**config.mk**
```make
export PLATFORM = sky130hd
export DESIGN_NAME = car_traffic_controller
export DESIGN_NICKNAME = d
export VERILOG_FILES = /design/src/rtl/frogger_pkg.sv /design/src/rtl/car_lane_stepper.sv /design/src/rtl/car_traffic_controller.sv
export SDC_FILE = /design/constraint.sdc
export NUM_CORES = 1
export LEC_CHECK = 0
export ABC_AREA = 0
export CORE_ASPECT_RATIO = 2
export CORE_MARGIN = 3
export CORE_UTILIZATION = 45
export CTS_CLUSTER_SIZE = 28
export DETAILED_ROUTE_END_ITERATION = 8
export DONT_BUFFER_PORTS = 1
export SLEW_MARGIN = 10
export SYNTH_ARGS = -nofsm -noshare
export SYNTH_HDL_FRONTEND = slang
export SYNTH_SLANG_ARGS = --single-unit
```
**constraint.sdc**
```tcl
create_clock -name i_Clk -period 9.4 [get_ports i_Clk]
set_clock_uncertainty 0.15 [all_clocks]
set_input_delay 1.88 -clock i_Clk [delete_from_list [all_inputs] [get_ports i_Clk]]
set_output_delay 1.88 -clock i_Clk [all_outputs]
set_load 0.05 [all_outputs]
```
**src/rtl/frogger_pkg.sv**
```systemverilog
// ============================================================================
// Module      : frogger_pkg
// Description : Shared screen geometry, lane constants, car reset layout and
//               traffic FSM encoding for the frogger video pipeline.
// Revision    : 1.0 - initial release
// ============================================================================
`default_nettype none

package frogger_pkg;

  localparam int unsigned H_VISIBLE_AREA = 640;
  localparam int unsigned V_VISIBLE_AREA = 480;
  localparam int unsigned TILE_SIZE      = 32;
  localparam int unsigned BASE_PERIOD    = 8;

  localparam logic [9:0] C_LINE_1_Y = 10'd96;
  localparam logic [9:0] C_LINE_2_Y = 10'd160;
  localparam logic [9:0] C_LINE_3_Y = 10'd224;
  localparam logic [9:0] C_LINE_4_Y = 10'd288;

  // Index 0 is car 1 ... index 5 is car 6
  localparam logic [5:0][9:0] C_CAR_RESET_X = {10'd480, 10'd320, 10'd480,
                                               10'd320, 10'd160, 10'd0};
  localparam logic [3:0] C_REVERSE_RESET = 4'b0101;

  typedef enum logic [2:0] {
    ST_IDLE   = 3'd0,
    ST_LANE0  = 3'd1,
    ST_LANE1  = 3'd2,
    ST_LANE2  = 3'd3,
    ST_LANE3  = 3'd4,
    ST_COMMIT = 3'd5
  } state_e;

  // Cars 1/5 share lane 0 and cars 2/6 share lane 1
  function automatic logic [1:0] car_lane(input int car);
    case (car)
      0, 4:    return 2'd0;
      1, 5:    return 2'd1;
      2:       return 2'd2;
      default: return 2'd3;
    endcase
  endfunction

  function automatic logic [3:0] level_to_period(input logic [2:0] level);
    if ({1'b0, level} >= 4'(BASE_PERIOD - 1)) return 4'd1;
    return 4'(BASE_PERIOD) - {1'b0, level};
  endfunction

endpackage

`default_nettype wire

```
**src/rtl/car_lane_stepper.sv**
```systemverilog
// ============================================================================
// Module      : car_lane_stepper
// Description : Divider compare, next-X arithmetic and edge flip decision for
//               one car. Define CAR_BOUNCE_EN for bounce, otherwise wrap.
// Revision    : 1.0 - initial release
// ============================================================================
`default_nettype none

module car_lane_stepper
  import frogger_pkg::*;
(
  input  logic [3:0] i_Div,
  input  logic [3:0] i_Period,
  input  logic [9:0] i_X,
  input  logic       i_Forward,
  input  logic [2:0] i_Step,
  output logic       o_Fire,
  output logic [9:0] o_Next_X,
  output logic       o_Flip
);

  logic [10:0] w_x_ext;
  logic [10:0] w_step_ext;
  logic [10:0] w_sum;

  assign w_x_ext    = {1'b0, i_X};
  assign w_step_ext = {8'd0, i_Step};
  assign w_sum      = w_x_ext + w_step_ext;
  assign o_Fire     = (i_Div >= (i_Period - 4'd1));

`ifdef CAR_BOUNCE_EN
  localparam logic [10:0] C_X_LIMIT = 11'(H_VISIBLE_AREA - TILE_SIZE);

  always_comb begin
    o_Next_X = i_X;
    o_Flip   = 1'b0;
    if (i_Forward) begin
      if (w_sum > C_X_LIMIT) begin
        o_Next_X = 10'(C_X_LIMIT);
        o_Flip   = 1'b1;
      end else begin
        o_Next_X = 10'(w_sum);
      end
    end else begin
      if (w_x_ext < w_step_ext) begin
        o_Next_X = 10'd0;
        o_Flip   = 1'b1;
      end else begin
        o_Next_X = 10'(w_x_ext - w_step_ext);
      end
    end
  end
`else
  localparam logic [10:0] C_H_VIS_11 = 11'(H_VISIBLE_AREA);

  always_comb begin
    o_Next_X = i_X;
    o_Flip   = 1'b0;
    if (i_Forward) begin
      if (w_sum >= C_H_VIS_11) o_Next_X = 10'(w_sum - C_H_VIS_11);
      else                     o_Next_X = 10'(w_sum);
    end else begin
      if (w_x_ext < w_step_ext) o_Next_X = 10'(w_x_ext + C_H_VIS_11 - w_step_ext);
      else                      o_Next_X = 10'(w_x_ext - w_step_ext);
    end
  end
`endif

endmodule

`default_nettype wire

```
**src/rtl/car_traffic_controller.sv**
```systemverilog
// ============================================================================
// Module      : car_traffic_controller
// Description : Per-frame car position sequencer with double-buffered outputs.
//               CAR_BOUNCE_EN selects bouncing cars instead of wrapping.
// Revision    : 1.0 - initial release
// ============================================================================
`default_nettype none

module car_traffic_controller
  import frogger_pkg::*;
(
  input  logic       i_Clk,
  input  logic       i_Reset,
  input  logic [9:0] i_H_Counter,
  input  logic [9:0] i_V_Counter,
  input  logic       i_Run,
  input  logic [2:0] i_Level,
  output logic [9:0] o_Car_1X_Position,
  output logic [9:0] o_Car_2X_Position,
  output logic [9:0] o_Car_3X_Position,
  output logic [9:0] o_Car_4X_Position,
  output logic [9:0] o_Car_5X_Position,
  output logic [9:0] o_Car_6X_Position,
  output logic [3:0] o_Reverse,
  output logic       o_Busy,
  output logic       o_Frame_Done
);

  state_e           state_q, state_d;
  logic [3:0]       period_q, period_d;
  logic [3:0][3:0]  div_q, div_d;
  logic [5:0][9:0]  shadow_q, shadow_d;
  logic [5:0][9:0]  out_q, out_d;
  logic [3:0]       rev_q, rev_d;
  logic [3:0]       rev_out_q, rev_out_d;
  logic             done_q, done_d;

  logic             w_tick;
  logic [5:0]       w_fire;
  logic [5:0]       w_flip;
  logic [5:0][9:0]  w_next_x;
  logic [1:0]       w_lane;
  logic             w_lane_flip;

  assign w_tick = (i_V_Counter == 10'(V_VISIBLE_AREA)) && (i_H_Counter == 10'd0);

  for (genvar gi = 0; gi < 6; gi++) begin : g_car
    localparam logic [1:0] LANE = car_lane(gi);
    car_lane_stepper u_stepper (
      .i_Div     (div_q[LANE]),
      .i_Period  (period_q),
      .i_X       (shadow_q[gi]),
      .i_Forward (rev_q[LANE]),
      .i_Step    (3'(LANE) + 3'd1),
      .o_Fire    (w_fire[gi]),
      .o_Next_X  (w_next_x[gi]),
      .o_Flip    (w_flip[gi])
    );
  end

  always_comb begin
    state_d     = state_q;
    period_d    = period_q;
    div_d       = div_q;
    shadow_d    = shadow_q;
    out_d       = out_q;
    rev_d       = rev_q;
    rev_out_d   = rev_out_q;
    done_d      = 1'b0;
    w_lane      = 2'(state_q - ST_LANE0);
    w_lane_flip = 1'b0;
    case (state_q)
      ST_IDLE: begin
        if (w_tick && i_Run) begin
          state_d  = ST_LANE0;
          period_d = level_to_period(i_Level);
        end
      end
      ST_LANE0, ST_LANE1, ST_LANE2, ST_LANE3: begin
        if (w_fire[w_lane]) div_d[w_lane] = 4'd0;
        else                div_d[w_lane] = div_q[w_lane] + 4'd1;
        // Both cars of a lane move together; either hitting an edge flips the lane
        for (int c = 0; c < 6; c++) begin
          if ((car_lane(c) == w_lane) && w_fire[c]) begin
            shadow_d[c] = w_next_x[c];
            w_lane_flip = w_lane_flip | w_flip[c];
          end
        end
        rev_d[w_lane] = rev_q[w_lane] ^ w_lane_flip;
        state_d       = state_e'(state_q + 3'd1);
      end
      ST_COMMIT: begin
        out_d     = shadow_q;
        rev_out_d = rev_q;
        done_d    = 1'b1;
        state_d   = ST_IDLE;
      end
      default: state_d = ST_IDLE;
    endcase
  end

  always_ff @(posedge i_Clk) begin
    if (i_Reset) begin
      state_q   <= ST_IDLE;
      period_q  <= 4'(BASE_PERIOD);
      div_q     <= '0;
      shadow_q  <= C_CAR_RESET_X;
      out_q     <= C_CAR_RESET_X;
      rev_q     <= C_REVERSE_RESET;
      rev_out_q <= C_REVERSE_RESET;
      done_q    <= 1'b0;
    end else begin
      state_q   <= state_d;
      period_q  <= period_d;
      div_q     <= div_d;
      shadow_q  <= shadow_d;
      out_q     <= out_d;
      rev_q     <= rev_d;
      rev_out_q <= rev_out_d;
      done_q    <= done_d;
    end
  end

  assign o_Car_1X_Position = out_q[0];
  assign o_Car_2X_Position = out_q[1];
  assign o_Car_3X_Position = out_q[2];
  assign o_Car_4X_Position = out_q[3];
  assign o_Car_5X_Position = out_q[4];
  assign o_Car_6X_Position = out_q[5];
  assign o_Reverse         = rev_out_q;
  assign o_Busy            = (state_q != ST_IDLE);
  assign o_Frame_Done      = done_q;

endmodule

`default_nettype wire

```
==> run summary <==
outcome: completed
main combinational cell family by area after synthesis: simple AND/OR/NAND/NOR gates
Max Buffers Root-to-Sink: 2
CTS Hold Bufs: 0
Area Overhead vs Synth: 6.58%
count of final max-slew check failures: 0
Fillers: 1,929
Post-synth EDFFs: 0
die area: 0.0224 mm^2
Comb pwr share: 0.7%
worst-margin pin slew: 1190 ps
crit path time final: 4320 ps
Sw Share: 19.7%
Core ar.: 0.0200 mm^2
WHS: 322 ps
multiplexer area fraction after synthesis: 3.62%
synthesis warning total: 0
Vias/cell: 5.88
post-synthesis adder-cell area fraction: 6.31%
fmax: 232 MHz
Worst Setup Path Type: reg -> out
CTS tree: yes
Post-Syn Instances: 1,225
Die Y: 209 um
sequential area share after synthesis: 31.2%
antenna fix cells: 0
drt wl/cell: 17.6 um
IO buf count: 0
dpl hpwl: 17.4 mm
Initial Util: 46.2%
final net count: 1,219
setup tns final: 0 ps
Clock power frac: 55.3%
RSZ-0062 raised after global routing: no
FF+latch count, synth: 144
largest net degree at the start of global routing: 114
FF-to-FF setup slack: 5650 ps
WP data arrival: 2290 ps
final WL: 25.0 mm
Final ANT Viol Nets: 0
TritonCTS sink count: 144
Peak VDD IR: 106 uV
Tot GR Track Use: 22.6%
Reg clk slew, reported paths: 60 ps
hold depth: 2
global route overflow: 0
initial DRC count: 480
Flop pwr share: 44.0%
crit end category: primary output
Worst Setup Start Kind: register
ys async rst share: 0%
worst-skew pair later-pin latency: 430 ps
final hold vios: 0
maximum fanout along the worst path: 11
xor/xnor share of the synthesized area: 6.26%
H-tree lvl count: 4
Final setup viols: 0
compound-cell area share of the yosys netlist: 18.9%
share of layout cells above drive strength 1: 5.68%
drt pass-1 iters: 5
global-route wire length before repair: 41.3 mm
multi-input logic area: 0.00576 mm^2
vias in the first global route: 8,155
Sw Pwr: 0.274 mW
postcts setup bufs: 0
Hold Crit Class: reg -> reg
register area: 0.00288 mm^2
syn_area_per_cell: 7.54 um^2
I/O Pins: 92
gpl congestion: 0.912
leakage power figure: 3.48 nW
FP Rows: 73
P_int: 1.11 mW
Synth Area in Simple Gates: 27.1%
via count: 8,380
Worst slew margin: 20.9%
Post-Syn Area: 0.00924 mm^2
Final period util: 45.9%
Max-cap violations: 0
Die Wd: 107 um
Synth Flop Type: dfxtp_1
DRC errors left: 0
CTS root buffer: clkbuf_16
WP data required: 7370 ps
synth unique cells: 78
PD cells: 141 mW/mm^2
Num CTS Buffers: 17
initial antenna violation count: 0
Resized Gates After CTS: 0
r2r worst-path depth: 7
==> flip-flops by register name, summed over array words and instances, names as in the netlist <==
signal / flops
period_q: 4
o_Car_1X_Position: 10
o_Car_2X_Position: 9
div_q: 16
o_Frame_Done: 1
shadow_q: 56
rev_q: 4
o_Reverse: 4
o_Car_5X_Position: 10
o_Car_6X_Position: 9
state_q: 3
o_Car_3X_Position: 10
o_Car_4X_Position: 8
==> cells in the final DEF, fill, tap and decap left out, types with 10 or more instances in the layout <==
master     count
dfxtp_1      144
a31oi_1       16
a211oi_1      14
ha_1          43
nor2b_1       12
o21ai_0       42
nor4_1        13
nand3_1       69
nand2b_1      12
and3_1        13
a21oi_1       90
o211ai_1      17
mux2i_1       12
nand4_1       20
o31ai_1       10
nor2_1        93
a22oi_1       12
clkbuf_16     17
nor3_1        30
xor2_1        34
xnor2_1       32
nand2_1      200
inv_1         46
==> logic make-up (layout without fill, tap and decap cells) <==
group,after synthesis,in the layout
multiplexers,25,25
buffers and inverters,149,83
XOR/XNOR,66,66
flip-flops,144,144
other,1,4
AND/OR/NAND/NOR,524,524
AO/OA/AOI/OAI,269,269
adder cells (fa/ha/maj),47,47
==> power groups by stage <==
stage	combinational [mW]	sequential, mW	clock [mW]
global route	0.0113	0.610	0.808
detailed placement	0.0102	0.624	0
global placement	0.0102	0.624	0
finish	0.0102	0.610	0.768
CTS	0.0102	0.610	0.782
floorplan	0.0159	0.624	0
==> Yosys cell counts (all sizes together), types with 17 or more instances <==
library cell | number | area share (%)
a21oi | 90 | 4.9
clkbuf | 75 | 3.0
inv | 46 | 1.9
dfxtp | 144 | 31
xnor2 | 32 | 3.0
buf | 27 | 1.6
nand3 | 69 | 3.7
nand2 | 202 | 8.2
ha | 43 | 5.8
nor3 | 30 | 1.6
xor2 | 34 | 3.2
o211ai | 17 | 1.4
nor2 | 93 | 3.8
o21ai | 42 | 2.3
nand4 | 20 | 1.4
==> layout make-up <==
type	instances	area share, %
tap	262	3.33
inverter	47	1.79
clock buffer	20	4.54
multi-input combinational	935	58.5
clock inverter	11	2.15
timing repair buffer	5	0.381
sequential	144	29.3
==> path summary, 6_finish.rpt <==
kind | from | end
worst min-delay path | div_q[13]$_SDFFE_PP0P_ | div_q[13]$_SDFFE_PP0P_
worst max-delay path | state_q[0]$_SDFFE_PP0P_ | o_Busy
worst max register to register | state_q[0]$_SDFFE_PP0P_ | div_q[15]$_SDFFE_PP0P_
worst min register to register | div_q[13]$_SDFFE_PP0P_ | div_q[13]$_SDFFE_PP0P_
==> per-stage QoR <==
stage / total power, mW / worst slack (ps) / cells / util (%) / area, um^2
floorplan: 0.640 / 5600 / 1228 / - / 9250
global placement: 0.634 / 5310 / 1393 / 45.9 / 9190
detailed placement: 0.634 / 5270 / 1393 / 45.9 / 9190
CTS: 1.40 / 5030 / 1424 / 49.2 / 9840
global route: 1.43 / 4850 / 1424 / 49.2 / 9840
finish: 1.39 / 5080 / 1424 / 49.2 / 9840
==> critical path, cell delays in order (launching register included) <==
cell     delay (ps)
dfxtp_1         650
inv_1           260
ha_1            300
inv_1           120
nor2_1           80
inv_1           450
==> routing by layer <==
layer  part of all wire [%]  global-route usage, %  up-vias
met1                     39                   24.6     3946
met3                    4.3                   4.02       45
met5                      0                      0        -
li1                       -                      -     4184
met2                     55                   42.3      205
met4                    2.2                   8.74        0
Power figures use the tool's default switching activity.
